[src/rtl/pwm_duty_ramp_if.sv]
// pwm_duty_ramp_if: duty request from the register file and ramped duty back to the PWM
//   target_duty/ramp_en/step_div/step_size : master -> slave
//   duty_out/busy/at_target/done_pulse     : slave -> master
interface pwm_duty_ramp_if #(parameter int WIDTH = 8, parameter int DIV_W = 8);
  logic [WIDTH-1:0] target_duty;
  logic             ramp_en;
  logic [DIV_W-1:0] step_div;
  logic [3:0]       step_size;
  logic [WIDTH-1:0] duty_out;
  logic             busy;
  logic             at_target;
  logic             done_pulse;
  modport master (output target_duty, ramp_en, step_div, step_size,
                  input duty_out, busy, at_target, done_pulse);
  modport slave (input target_duty, ramp_en, step_div, step_size,
                 output duty_out, busy, at_target, done_pulse);
endinterface

[src/rtl/pwm_duty_ramp.sv]
// pwm_duty_ramp: slew-rate limiter moving duty_out toward target_duty in timed steps
//   clk, rst (async, active-high); io.slave carries target_duty, ramp_en, step_div,
//   step_size in and duty_out, busy, at_target, done_pulse out.
//   Define DUTY_RAMP_IRQ_EN to build the done_pulse generator; otherwise it is tied to 0.
module pwm_duty_ramp #(
  parameter int WIDTH    = 8,
  parameter int PRESCALE = 256,
  parameter int DIV_W    = 8
) (
  input logic clk,
  input logic rst,
  pwm_duty_ramp_if.slave io
);
  localparam int PW = $clog2(PRESCALE);
  localparam logic [PW-1:0] PMAX = PW'(PRESCALE - 1);
  typedef enum logic [1:0] {IDLE, RAMP_UP, RAMP_DOWN} state_t;
  state_t state_q, state_d;
  logic [WIDTH-1:0] duty_q, duty_d;
  logic [PW-1:0] pre_q, pre_d;
  logic [DIV_W-1:0] div_q, div_d;
  logic tick, step, up;
  logic [WIDTH:0] t, d, s, diff, nxt;
  // Extra bit keeps the step arithmetic free of wrap at either rail.
  assign t = {1'b0, io.target_duty};
  assign d = {1'b0, duty_q};
  assign s = (io.step_size == 4'd0) ? (WIDTH+1)'(1) : (WIDTH+1)'(io.step_size);
  assign up = (state_q == RAMP_UP);
  assign diff = up ? t - d : d - t;
  assign nxt = (diff <= s) ? t : up ? d + s : d - s;
  assign tick = (pre_q == PMAX);
  assign step = tick && (div_q == io.step_div);
  always_comb begin
    state_d = state_q;
    duty_d = duty_q;
    pre_d = '0;
    div_d = '0;
    if (state_q == IDLE) begin
      if (!io.ramp_en) duty_d = io.target_duty;
      else if (io.target_duty > duty_q) state_d = RAMP_UP;
      else if (io.target_duty < duty_q) state_d = RAMP_DOWN;
    end else if (!io.ramp_en) begin
      duty_d = io.target_duty;
      state_d = IDLE;
    end else if (duty_q == io.target_duty) begin
      state_d = IDLE;
    end else begin
      pre_d = tick ? '0 : pre_q + 1'b1;
      div_d = tick ? (step ? '0 : div_q + 1'b1) : div_q;
      // A target that crossed to the other side flips direction without stepping.
      if (up != (io.target_duty > duty_q)) state_d = up ? RAMP_DOWN : RAMP_UP;
      else if (step) duty_d = nxt[WIDTH-1:0];
    end
  end
  always_ff @(posedge clk or posedge rst)
    if (rst) begin
      state_q <= IDLE;
      duty_q <= '0;
      pre_q <= '0;
      div_q <= '0;
    end else begin
      state_q <= state_d;
      duty_q <= duty_d;
      pre_q <= pre_d;
      div_q <= div_d;
    end
  assign io.duty_out = duty_q;
  assign io.busy = (state_q != IDLE);
  assign io.at_target = (duty_q == io.target_duty);
`ifdef DUTY_RAMP_IRQ_EN
  logic done_q, done_d;
  assign done_d = (state_q != IDLE) && io.ramp_en && (duty_q == io.target_duty);
  always_ff @(posedge clk or posedge rst)
    if (rst) done_q <= 1'b0;
    else done_q <= done_d;
  assign io.done_pulse = done_q;
`else
  assign io.done_pulse = 1'b0;
`endif
endmodule
[src/flat_wrapper.sv]
// flat-port wrapper written by rule: the top's interface ports become plain ports
module pwm_duty_ramp_flat 
#(
  parameter int WIDTH    = 8,
  parameter int PRESCALE = 256,
  parameter int DIV_W    = 8
)
  (clk, rst, io_target_duty, io_ramp_en, io_step_div, io_step_size, io_duty_out, io_busy, io_at_target, io_done_pulse);
  pwm_duty_ramp_if #(.WIDTH(WIDTH), .DIV_W(DIV_W)) io_i ();
  input logic clk;
  input logic rst;
  input wire logic [$bits(io_i.target_duty)-1:0] io_target_duty;
  input wire logic [$bits(io_i.ramp_en)-1:0] io_ramp_en;
  input wire logic [$bits(io_i.step_div)-1:0] io_step_div;
  input wire logic [$bits(io_i.step_size)-1:0] io_step_size;
  output wire logic [$bits(io_i.duty_out)-1:0] io_duty_out;
  output wire logic [$bits(io_i.busy)-1:0] io_busy;
  output wire logic [$bits(io_i.at_target)-1:0] io_at_target;
  output wire logic [$bits(io_i.done_pulse)-1:0] io_done_pulse;
  assign io_i.target_duty = io_target_duty;
  assign io_i.ramp_en = io_ramp_en;
  assign io_i.step_div = io_step_div;
  assign io_i.step_size = io_step_size;
  assign io_duty_out = io_i.duty_out;
  assign io_busy = io_i.busy;
  assign io_at_target = io_i.at_target;
  assign io_done_pulse = io_i.done_pulse;
  pwm_duty_ramp #(.WIDTH(WIDTH), .PRESCALE(PRESCALE), .DIV_W(DIV_W)) u_core (.clk(clk), .rst(rst), .io(io_i));
endmodule
[config.mk]
export PLATFORM = sky130hd
export DESIGN_NAME = pwm_duty_ramp_flat
export DESIGN_NICKNAME = d
export VERILOG_FILES = /design/src/rtl/pwm_duty_ramp_if.sv /design/src/rtl/pwm_duty_ramp.sv /design/src/flat_wrapper.sv
export SDC_FILE = /design/constraint.sdc
export NUM_CORES = 1
export LEC_CHECK = 0
export CAP_MARGIN = 5
export CORE_MARGIN = 2
export CORE_UTILIZATION = 50
export CTS_CLUSTER_DIAMETER = 150
export CTS_CLUSTER_SIZE = 28
export DETAILED_ROUTE_END_ITERATION = 10
export PLACE_DENSITY = 0.76
export SLEW_MARGIN = 20
export SYNTH_ARGS = -nofsm -noshare
export SYNTH_HDL_FRONTEND = slang
export SYNTH_SLANG_ARGS = --single-unit
[constraint.sdc]
create_clock -name clk -period 5.4 [get_ports clk]
set_input_delay 1.08 -clock clk [delete_from_list [all_inputs] [get_ports clk]]
set_output_delay 1.08 -clock clk [all_outputs]
set_load 0.005 [all_outputs]
# Word-level counts from Yosys, hierarchy flattened
# Index checks and enable logic that the tools add are counted.
# Widths: inputs -> output; s select.
[classes] add_sub_neg=6 n_lt_le_gt_ge=3 eq_ne=13 n_mux=27 n_reduce_logical=6
[ops] cell="$mux 8" n=17
[ops] cell="$sub 8x8->9" n=2
[ops] cell="$add 8x1->8 const B" n=2
[ops] cell="$eq 8x8->1" n=2
[ops] cell="$mux 2" n=8
[ops] cell="$le 9x9->1" n=1
[ops] cell="$mux 9" n=1
[ops] cell="$add 8x8->8" n=1
[ops] cell="$eq 8x8->1 const B" n=1
[ops] cell="$gt 8x8->1" n=1
[ops] cell="$lt 8x8->1" n=1
[ops] cell="$ne 2x2->1 const B" n=4
[ops] cell="$ne 4x1->1 const B" n=2
[ops] cell="$sub 8x8->8" n=1
[ops] cell="$logic_not 4->1" n=1
[ops] cell="$mux 4" n=1
[ops] cell="$reduce_and 4->1" n=1
[ops] cell="$ne 3x3->1 const B" n=1
[ops] cell="$reduce_and 3->1" n=1
[ops] cell="$eq 2x1->1 const B" n=1
[ops] cell="$logic_not 2->1" n=1
[ops] cell="$ne 2x1->1 const B" n=1
[ops] cell="$reduce_bool 2->1" n=1
[ops] cell="$logic_and 1x1->1" n=1
[ops] cell="$ne 1x1->1" n=1
[word_totals] register_bits=26 in_bits=23 output_inout_bits=11 word_cells=59

# Depth between registers and ports, before layout
# Gate-level depths: netlist of the first run.
[depth] ltp_word=10 mapped_depth=16

# Least setup slack after synthesis of the first run
# Ideal clock, no wire load.
[synth_path] path_type="input port to flip-flop" start="input io_target_duty[0]" end="register u_core.duty_q[0], in the netlist u_core.io.duty_out[0]" setup_ns=0.121 arrival_ns=3.473 t_required_ns=5.279 slack_ns=1.806 cell_stages=15 path_buffers=1 path_cell_list="inv_1 ha_1 inv_1 fa_1 mux2i_1 xnor2_1 ha_1 a21o_1 a21oi_1 o21ai_0 nor4b_1 a31oi_1 buf_2 mux2i_1 o22a_1"
[synth_via] elab_chain_cells=9 elab_cells_between_ends=17
[synth_lines] element="from (decl)" line="flat_wrapper.sv:12" source="input wire logic [$bits(io_i.target_duty)-1:0] io_target_duty;"
[synth_lines] element="$sub 8x8->9" line="pwm_duty_ramp.sv:28" source="assign diff = up ? t - d : d - t;"
[synth_lines] element="$mux 9" line="pwm_duty_ramp.sv:28"
[synth_lines] element="$le 9x9->1" line="pwm_duty_ramp.sv:29" source="assign nxt = (diff <= s) ? t : up ? d + s : d - s;"
[synth_lines] element="$mux 8" line="pwm_duty_ramp.sv:29"
[synth_lines] element="$mux 8" line="pwm_duty_ramp.sv:51" source="else if (step) duty_d = nxt[WIDTH-1:0];"
[synth_lines] element="$mux 8" line="pwm_duty_ramp.sv:50" source="if (up != (io.target_duty > duty_q)) state_d = up ? RAMP_DOWN : RAMP_UP;"
[synth_lines] element="$mux 8" line="pwm_duty_ramp.sv:44" source="end else if (duty_q == io.target_duty) begin"
[synth_lines] element="$mux 8" line="pwm_duty_ramp.sv:41" source="end else if (!io.ramp_en) begin"
[synth_lines] element="$mux 8" line="pwm_duty_ramp.sv:37" source="if (state_q == IDLE) begin"
[synth_lines] element="to (signal assigned)" line="pwm_duty_ramp.sv:62" source="duty_q <= duty_d;"
[synth_lines] element="to (decl)" line="pwm_duty_ramp.sv:18" source="logic [WIDTH-1:0] duty_q, duty_d;"
# Several ways; a longest one is shown, not always the timed one. The select of a mux whose other input is x is not followed.
# A chain may end at the register's enable or synchronous reset.

# Worst setup path in the final report of the first run
[layout_path] start="input io_target_duty[2]" end="output io_at_target"
[layout_via] elab_chain_cells=1
[layout_lines] element="$eq 8x8->1" line="pwm_duty_ramp.sv:68" source="assign io.at_target = (duty_q == io.target_duty);"
[layout_lines] element="to (decl)" line="flat_wrapper.sv:18" source="output wire logic [$bits(io_i.at_target)-1:0] io_at_target;"
# Every way passes these cells.

==> run metrics, run 1 <==
number of enable flip-flop cells after synthesis 0; CP max stage cell clkdlybuf4s50_1; DP Area slightly below 3000 sq um; post-CTS sizing 0; Design Area, Final 2980 sq um; Top-Level Pins 34; Die Wd 75.45 um; r2r endpoint u_core.io.duty_out[5]; clk_skew 1.354 ps; final worst-path setup slack 1197 ps; Post-route DRC 0; total leakage power 1.368 nW; worst hold-check path type flip-flop to flip-flop; final setup violation count 0; layout cells sized above 1 0.05758; total grt overflow 0; CTS H-tree lvls 1; Worst Hold Depth 1; vias in the first global route 2083; Hold Crit Start u_core.pre_q[0]; Port Buf Inserts 32; via count around 2200; Detail Route Antenna Nets 0; Core ar. 5010 sq um; Via density 5.478; cts hold-fix bufs 0; die area 5693 sq um; cells along the critical path clkdlybuf4s50_1 > ha_1 > and4_1 > and3_1 > clkdlybuf4s50_1; max_cap viols 0; Global Route Usage Sum 0.2036; Final TNS setup 0 ps; DR WL/cell 13.42 um; Final Routed Wirelength 5.368 mm; FMAX approximately 0.24 GHz; drt pass-1 iters 4; flop and latch count out of synthesis 26; clk sinks 26; startpoint types input pin; status completed; Max Slew Vio Count 0; Placer Congestion between 0.9 and 1; crit path time final 4203 ps; Setup Buffers After CTS 0; NumNets Final 388; reg2reg start u_core.state_q[1]; CTS tree built; Worst-path clk slew 100 ps; Avg Cell Area, Syn around 8.5 sq um; DRT iter0 DRCs 33; syn_nets 359; Hold EP u_core.pre_q[0]; height of the die 75.45 um; antenna fix cells 0; crit end category primary output; worst vdd ir 0.2590 mV; WP data arrival 3120 ps; largest cells by area after synthesis dfrtp_1 (25%), ha_1 (15%), xor2_1 (6.2%); ys flop type dfrtp_1; Slew Limit Headroom 0.3739; largest net degree at the start of global routing 27; # fillers 477; Reg2Reg Depth 14; clk_lat worst skew 280 ps; HPWL after DPL 4.273 mm; Final period util 0.7783; Async SR Flop Fraction 1.000; Final Hold Vio Count 0; dpl ws 1077 ps; CTS Buffer Depth 2; TritonCTS Buffers 3; number of distinct library cells after synthesis 52; critical path peak fanout 9; num rows 26; slowest stage delay, CP 540 ps; top cell type's share of synthesized area 0.2549; initial antenna violation count 0; Starting Density 0.5095; root buffer cell clkbuf_8; most common cell type on the critical path clkdlybuf4s50_1; RSZ-0062 raised after global routing false; worst slew pin tran roughly 930 ps; Reg2Reg Setup Slack 2080 ps; Setup CP Type input pin to primary output; largest area contributor in the netlist dfrtp_1; Cells after Synth 302; Synthesis Warnings 0; CP required 4320 ps; sequential element share of the synthesized area 0.2549; Post-Syn Area 2552 sq um; first-pass GRT wire length about 9 mm; P&R area growth vs syn 16.76%; PwrDens 358.9 nW/um^2
-- cells in the final DEF, fill, tap and decap left out, types with 3 or more instances in the layout --
cell              n
xnor2_1          12
o21ai_0           8
o22ai_1           4
mux2i_1          13
xor2_1           18
o21ai_2           3
a21oi_1          21
nand2_1          30
ha_1             31
dfrtp_1          26
clkbuf_8          3
a31oi_1           4
inv_1            29
nand4_1           6
clkdlybuf4s50_1  32
nor3_1            4
and3_1            4
fa_1              3
nor2_1           21
nand3_1           9
nand3b_1          4
o21ai_1           4
or2_2             4
-- per-stage QoR --
step	cells	total power [mW]	hold WS (ps)	util
CTS	400	1.074	516.4	0.5949
global route	400	1.167	563.3	0.5949
floorplan	302	0.7386	475.8	-
global placement	396	0.8870	507.8	0.5807
detailed placement	396	0.9038	502.1	0.5807
finish	400	1.070	512.8	0.5949
-- flip-flops by register name, indices dropped and copies added, names as in the netlist --
| name | cells |
|---|---|
| u_core.io.duty_out | 8 |
| u_core.state_q | 2 |
| u_core.div_q | 8 |
| u_core.pre_q | 8 |
-- routing by layer --
metal	vias up	global-route usage	wire length, um
li1	1100	-	-
met1	1050	0.2465	2357
met2	35	0.3787	2744
met3	6	0.03968	222
met4	0	0.03314	43
met5	-	0	0
-- logic make-up (layout without fill, tap and decap cells) --
| group | count (synthesis) | count (layout) | synth area share |
|---|---|---|---|
| xor gates and xnor gates | 30 | 30 | 0.1029 |
| DFF | 26 | 26 | 0.2549 |
| adders and majority gates | 34 | 34 | 0.1755 |
| muxes | 13 | 13 | 0.05098 |
| AOI/OAI and AO/OA | 61 | 61 | 0.1544 |
| and+or+nand+nor | 97 | 97 | 0.1912 |
| buffers and inverters | 40 | 68 | 0.06862 |
| other | 1 | 1 | 0.001469 |
-- synth_stat cells, drive strengths merged (2+ instances only) --
library cell and count:
nand4 6, nor4 2, nand2 30, and4 2, o22ai 4, buf 6, a211oi 2, nor2 21
nor3 4, fa 3, inv 31, mux2i 13, ha 31, nand3 9, nand3b 4, nor2b 2
and2 2, o2111ai 2, or2 4, xnor2 12, a31oi 5, a21oi 23, xor2 18, and3 4
dfrtp 26, nand2b 2, o21ai 15, clkbuf 3, a21o 2
-- worst max-delay path: cells and delay by family --
family / cells / cell delay [ps]
buffers and inverters: 2 / 1010
adder cells (fa/ha/maj): 1 / 510
AND/OR/NAND/NOR: 2 / 520
-- power breakdown --
group          leakage (nW)  switching [mW]  internal [mW]
combinational         0.988           0.333          0.307
clock                0.0357          0.0679         0.0993
sequential            0.345          0.0422          0.220
-- cell type report --
cell class	count	area, sq um	area share
multi-input combinational	236	1727	0.5793
sequential	26	650.6	0.2183
clock inverter	1	30.03	0.01008
clock buffer	3	41.29	0.01385
tap	70	87.58	0.02939
timing repair buffer	33	327.8	0.1100
inverter	31	116.4	0.03904
-- worst max-delay path by stage --
| stage | end | slack, ps | depth (start not counted) | start |
|---|---|---|---|---|
| after global routing | io_at_target | 1070 | 5 | io_target_duty[2] |
| after CTS | io_at_target | 1230 | 5 | io_target_duty[2] |
| after floorplan | u_core.io.duty_out[0] | 1810 | 15 | io_target_duty[0] |
| after detailed placement | u_core.io.duty_out[0] | 1080 | 16 | io_target_duty[0] |
| final | io_at_target | 1200 | 5 | io_target_duty[2] |
| after global placement | u_core.io.duty_out[0] | 1180 | 16 | io_target_duty[0] |
(Power assumes the default switching activity.)
==> inputs of run 2 (changes only) <==
clock period = 4.3 ns   (was 5.4 ns; I/O delays follow)
==> run 2 against run 1 <==
  * Flip-flop and latch count did not move
  * Sequential share of layout area barely moved
  * Critical path depth rose by 11
  * Final area barely moved
  * First-iteration DRC count rose to 2.5 times the previous value
  * Critical endpoint is now u_core.io.duty_out[0]
  * Hold slack improved by 0.99 ps
==> run metrics, run 2 (same netlist as run 1, synthesis figures left out) <==
Placer Congestion 0.9369 (-1.3%); # fillers 473 (-0.84%); Design Area, Final 2979 sq um (about the same); r2r endpoint u_core.io.duty_out[0]; slowest stage delay, CP 440 ps (-100 ps); P&R area growth vs syn 16.72% (about the same); CTS H-tree lvls 1 (unchanged); CP endpoint u_core.io.duty_out[0]; overall power 1.293 mW (+21%); NumNets Final 390 (+0.52%); clk_skew 1.898 ps (+0.5440 ps); placed instance count 398 (+0.51%); Starting Density 0.5095 (unchanged); Slew Limit Headroom 0.5504 (+0.1765); cts hold-fix bufs 0 (unchanged); Final Hold Vio Count 0 (unchanged); startpoint types input pin; Max Slew Vio Count 0 (unchanged); Worst Setup SP io_target_duty[0]; drt pass-1 iters 4 (unchanged); vias in the first global route 2036 (-2.3%); worst hold-check path type flip-flop to flip-flop; first-pass GRT wire length 8.894 mm (-1.7%); Final TNS setup 0 ps (unchanged); Hold Crit Start u_core.pre_q[0]; num rows 26 (unchanged); FMAX 0.2623 GHz; final instance count without filler cells 402 (+0.50%); DRT iter0 DRCs 84 (+150%); CP required 4470 ps (+150 ps); CTS tree built; cells along the critical path clkdlybuf4s50_1 > inv_1 > ha_1 > inv_1 > fa_1 > mux2i_1 > xnor2_1 > ha_1 > a21o_1 > a21oi_1 > o21ai_0 > nor4b_1 > a31oi_1 > buf_4 > mux2i_1 > o22a_1; height of the die 75.45 um (unchanged); Reg2Reg Depth 15 (+1); RSZ-0062 raised after global routing false; Setup CP Type input pin to flip-flop; reg2reg start u_core.io.duty_out[0]; commonest non-fill, non-tap cell in the layout clkdlybuf4s50_1; Final period util 0.8867; initial antenna violation count 0 (unchanged); DP Area 2924 sq um (+0.52%); status completed; critical path peak fanout 9 (unchanged); CP max stage cell clkdlybuf4s50_1; clk_lat worst skew 270 ps (about the same); Top-Level Pins 34 (unchanged); WP data arrival 3980 ps (+860 ps); worst slew pin tran 668.3 ps (-265.1 ps); Detail Route Antenna Nets 0 (unchanged); die area 5693 sq um (unchanged); post-CTS sizing 0 (unchanged); worst vdd ir 0.2448 mV (-5.5%); Port Buf Inserts 32 (unchanged); largest net degree at the start of global routing 27 (unchanged); PwrDens 434.0 nW/um^2 (+21%); crit end category flip-flop; CTS Buffer Depth 2 (unchanged); via count 2176 (-0.68%); Crit. path cell count 16 (+11); Post-route DRC 0 (unchanged); Final Util 0.5947 (about the same); Core ar. 5010 sq um (unchanged); root buffer cell clkbuf_8; Reg2Reg Setup Slack 1100 ps (-980 ps); DR WL/cell 13.22 um (-1.5%); Worst path top cell family by delay buffers and inverters; Worst-path clk slew 90 ps (about the same); layout cells sized above 1 0.06627 (+0.008689); total grt overflow 0 (unchanged); Die Wd 75.45 um (unchanged); crit path time final 3813 ps; Via density 5.413 (-1.2%); antenna fix cells 0 (unchanged); HPWL after DPL 4.227 mm (-1.1%); clk sinks 26 (unchanged); CP bufs+invs 4 (+2); TritonCTS Buffers 3 (unchanged); total leakage power 1.374 nW (+0.42%); Global Route Usage Sum 0.1975 (-0.006175); max_cap viols 0 (unchanged); commonest non-fill, non-tap cells in the layout clkdlybuf4s50_1 (32), ha_1 (31), nand2_1 (30), inv_1 (29), dfrtp_1 (26); final setup violation count 0 (unchanged); Final Routed Wirelength 5.314 mm (-1.0%); Setup Buffers After CTS 0 (unchanged)
[run 2: per-stage QoR]
stage	hold WS, ps	setup slack, ps
after floorplan	475.8	925.8
after CTS	518.6	487.1
after detailed placement	505.4	210.9
after global routing	558.8	280.9
final	513.8	487.3
after global placement	505.5	335.5
[run 2: cell type report]
cell class                 instances  area [sq um]  share of cell area
tap                               70         87.58             0.02940
inverter                          31         116.4             0.03906
timing repair buffer              35         342.8              0.1151
multi-input combinational        236          1727              0.5796
clock buffer                       4         55.05             0.01848
sequential                        26         650.6              0.2184
[run 2: power by group]
group | switching, mW | internal [mW]
clock | 0.0814 | 0.0820
combinational | 0.414 | 0.388
sequential | 0.0517 | 0.276
total | 0.547 | 0.746
[run 2: worst min-delay path by stage]
stage,end,cells past startpoint
finish,u_core.pre_q[0],1
global route,u_core.pre_q[0],1
CTS,u_core.pre_q[0],1
detailed placement,u_core.pre_q[0],1
global placement,u_core.pre_q[0],1
floorplan,u_core.pre_q[0],1
[run 2: worst register-to-register path: cells and delay by family (launching register included)]
kind,cells,cell delay (ps)
adder cells (fa/ha/maj),3,780
AO/OA/AOI/OAI,5,710
flip-flops,1,470
buffers and inverters,3,370
AND/OR/NAND/NOR,1,320
multiplexers,2,300
XOR/XNOR,1,140
[run 2: routing by layer]
metal	GRT usage	up-vias	wire, um
li1	-	1094	-
met1	0.2488	1009	2335
met2	0.3623	62	2659
met3	0.02249	11	269
met4	0.04288	0	49
met5	0	-	0
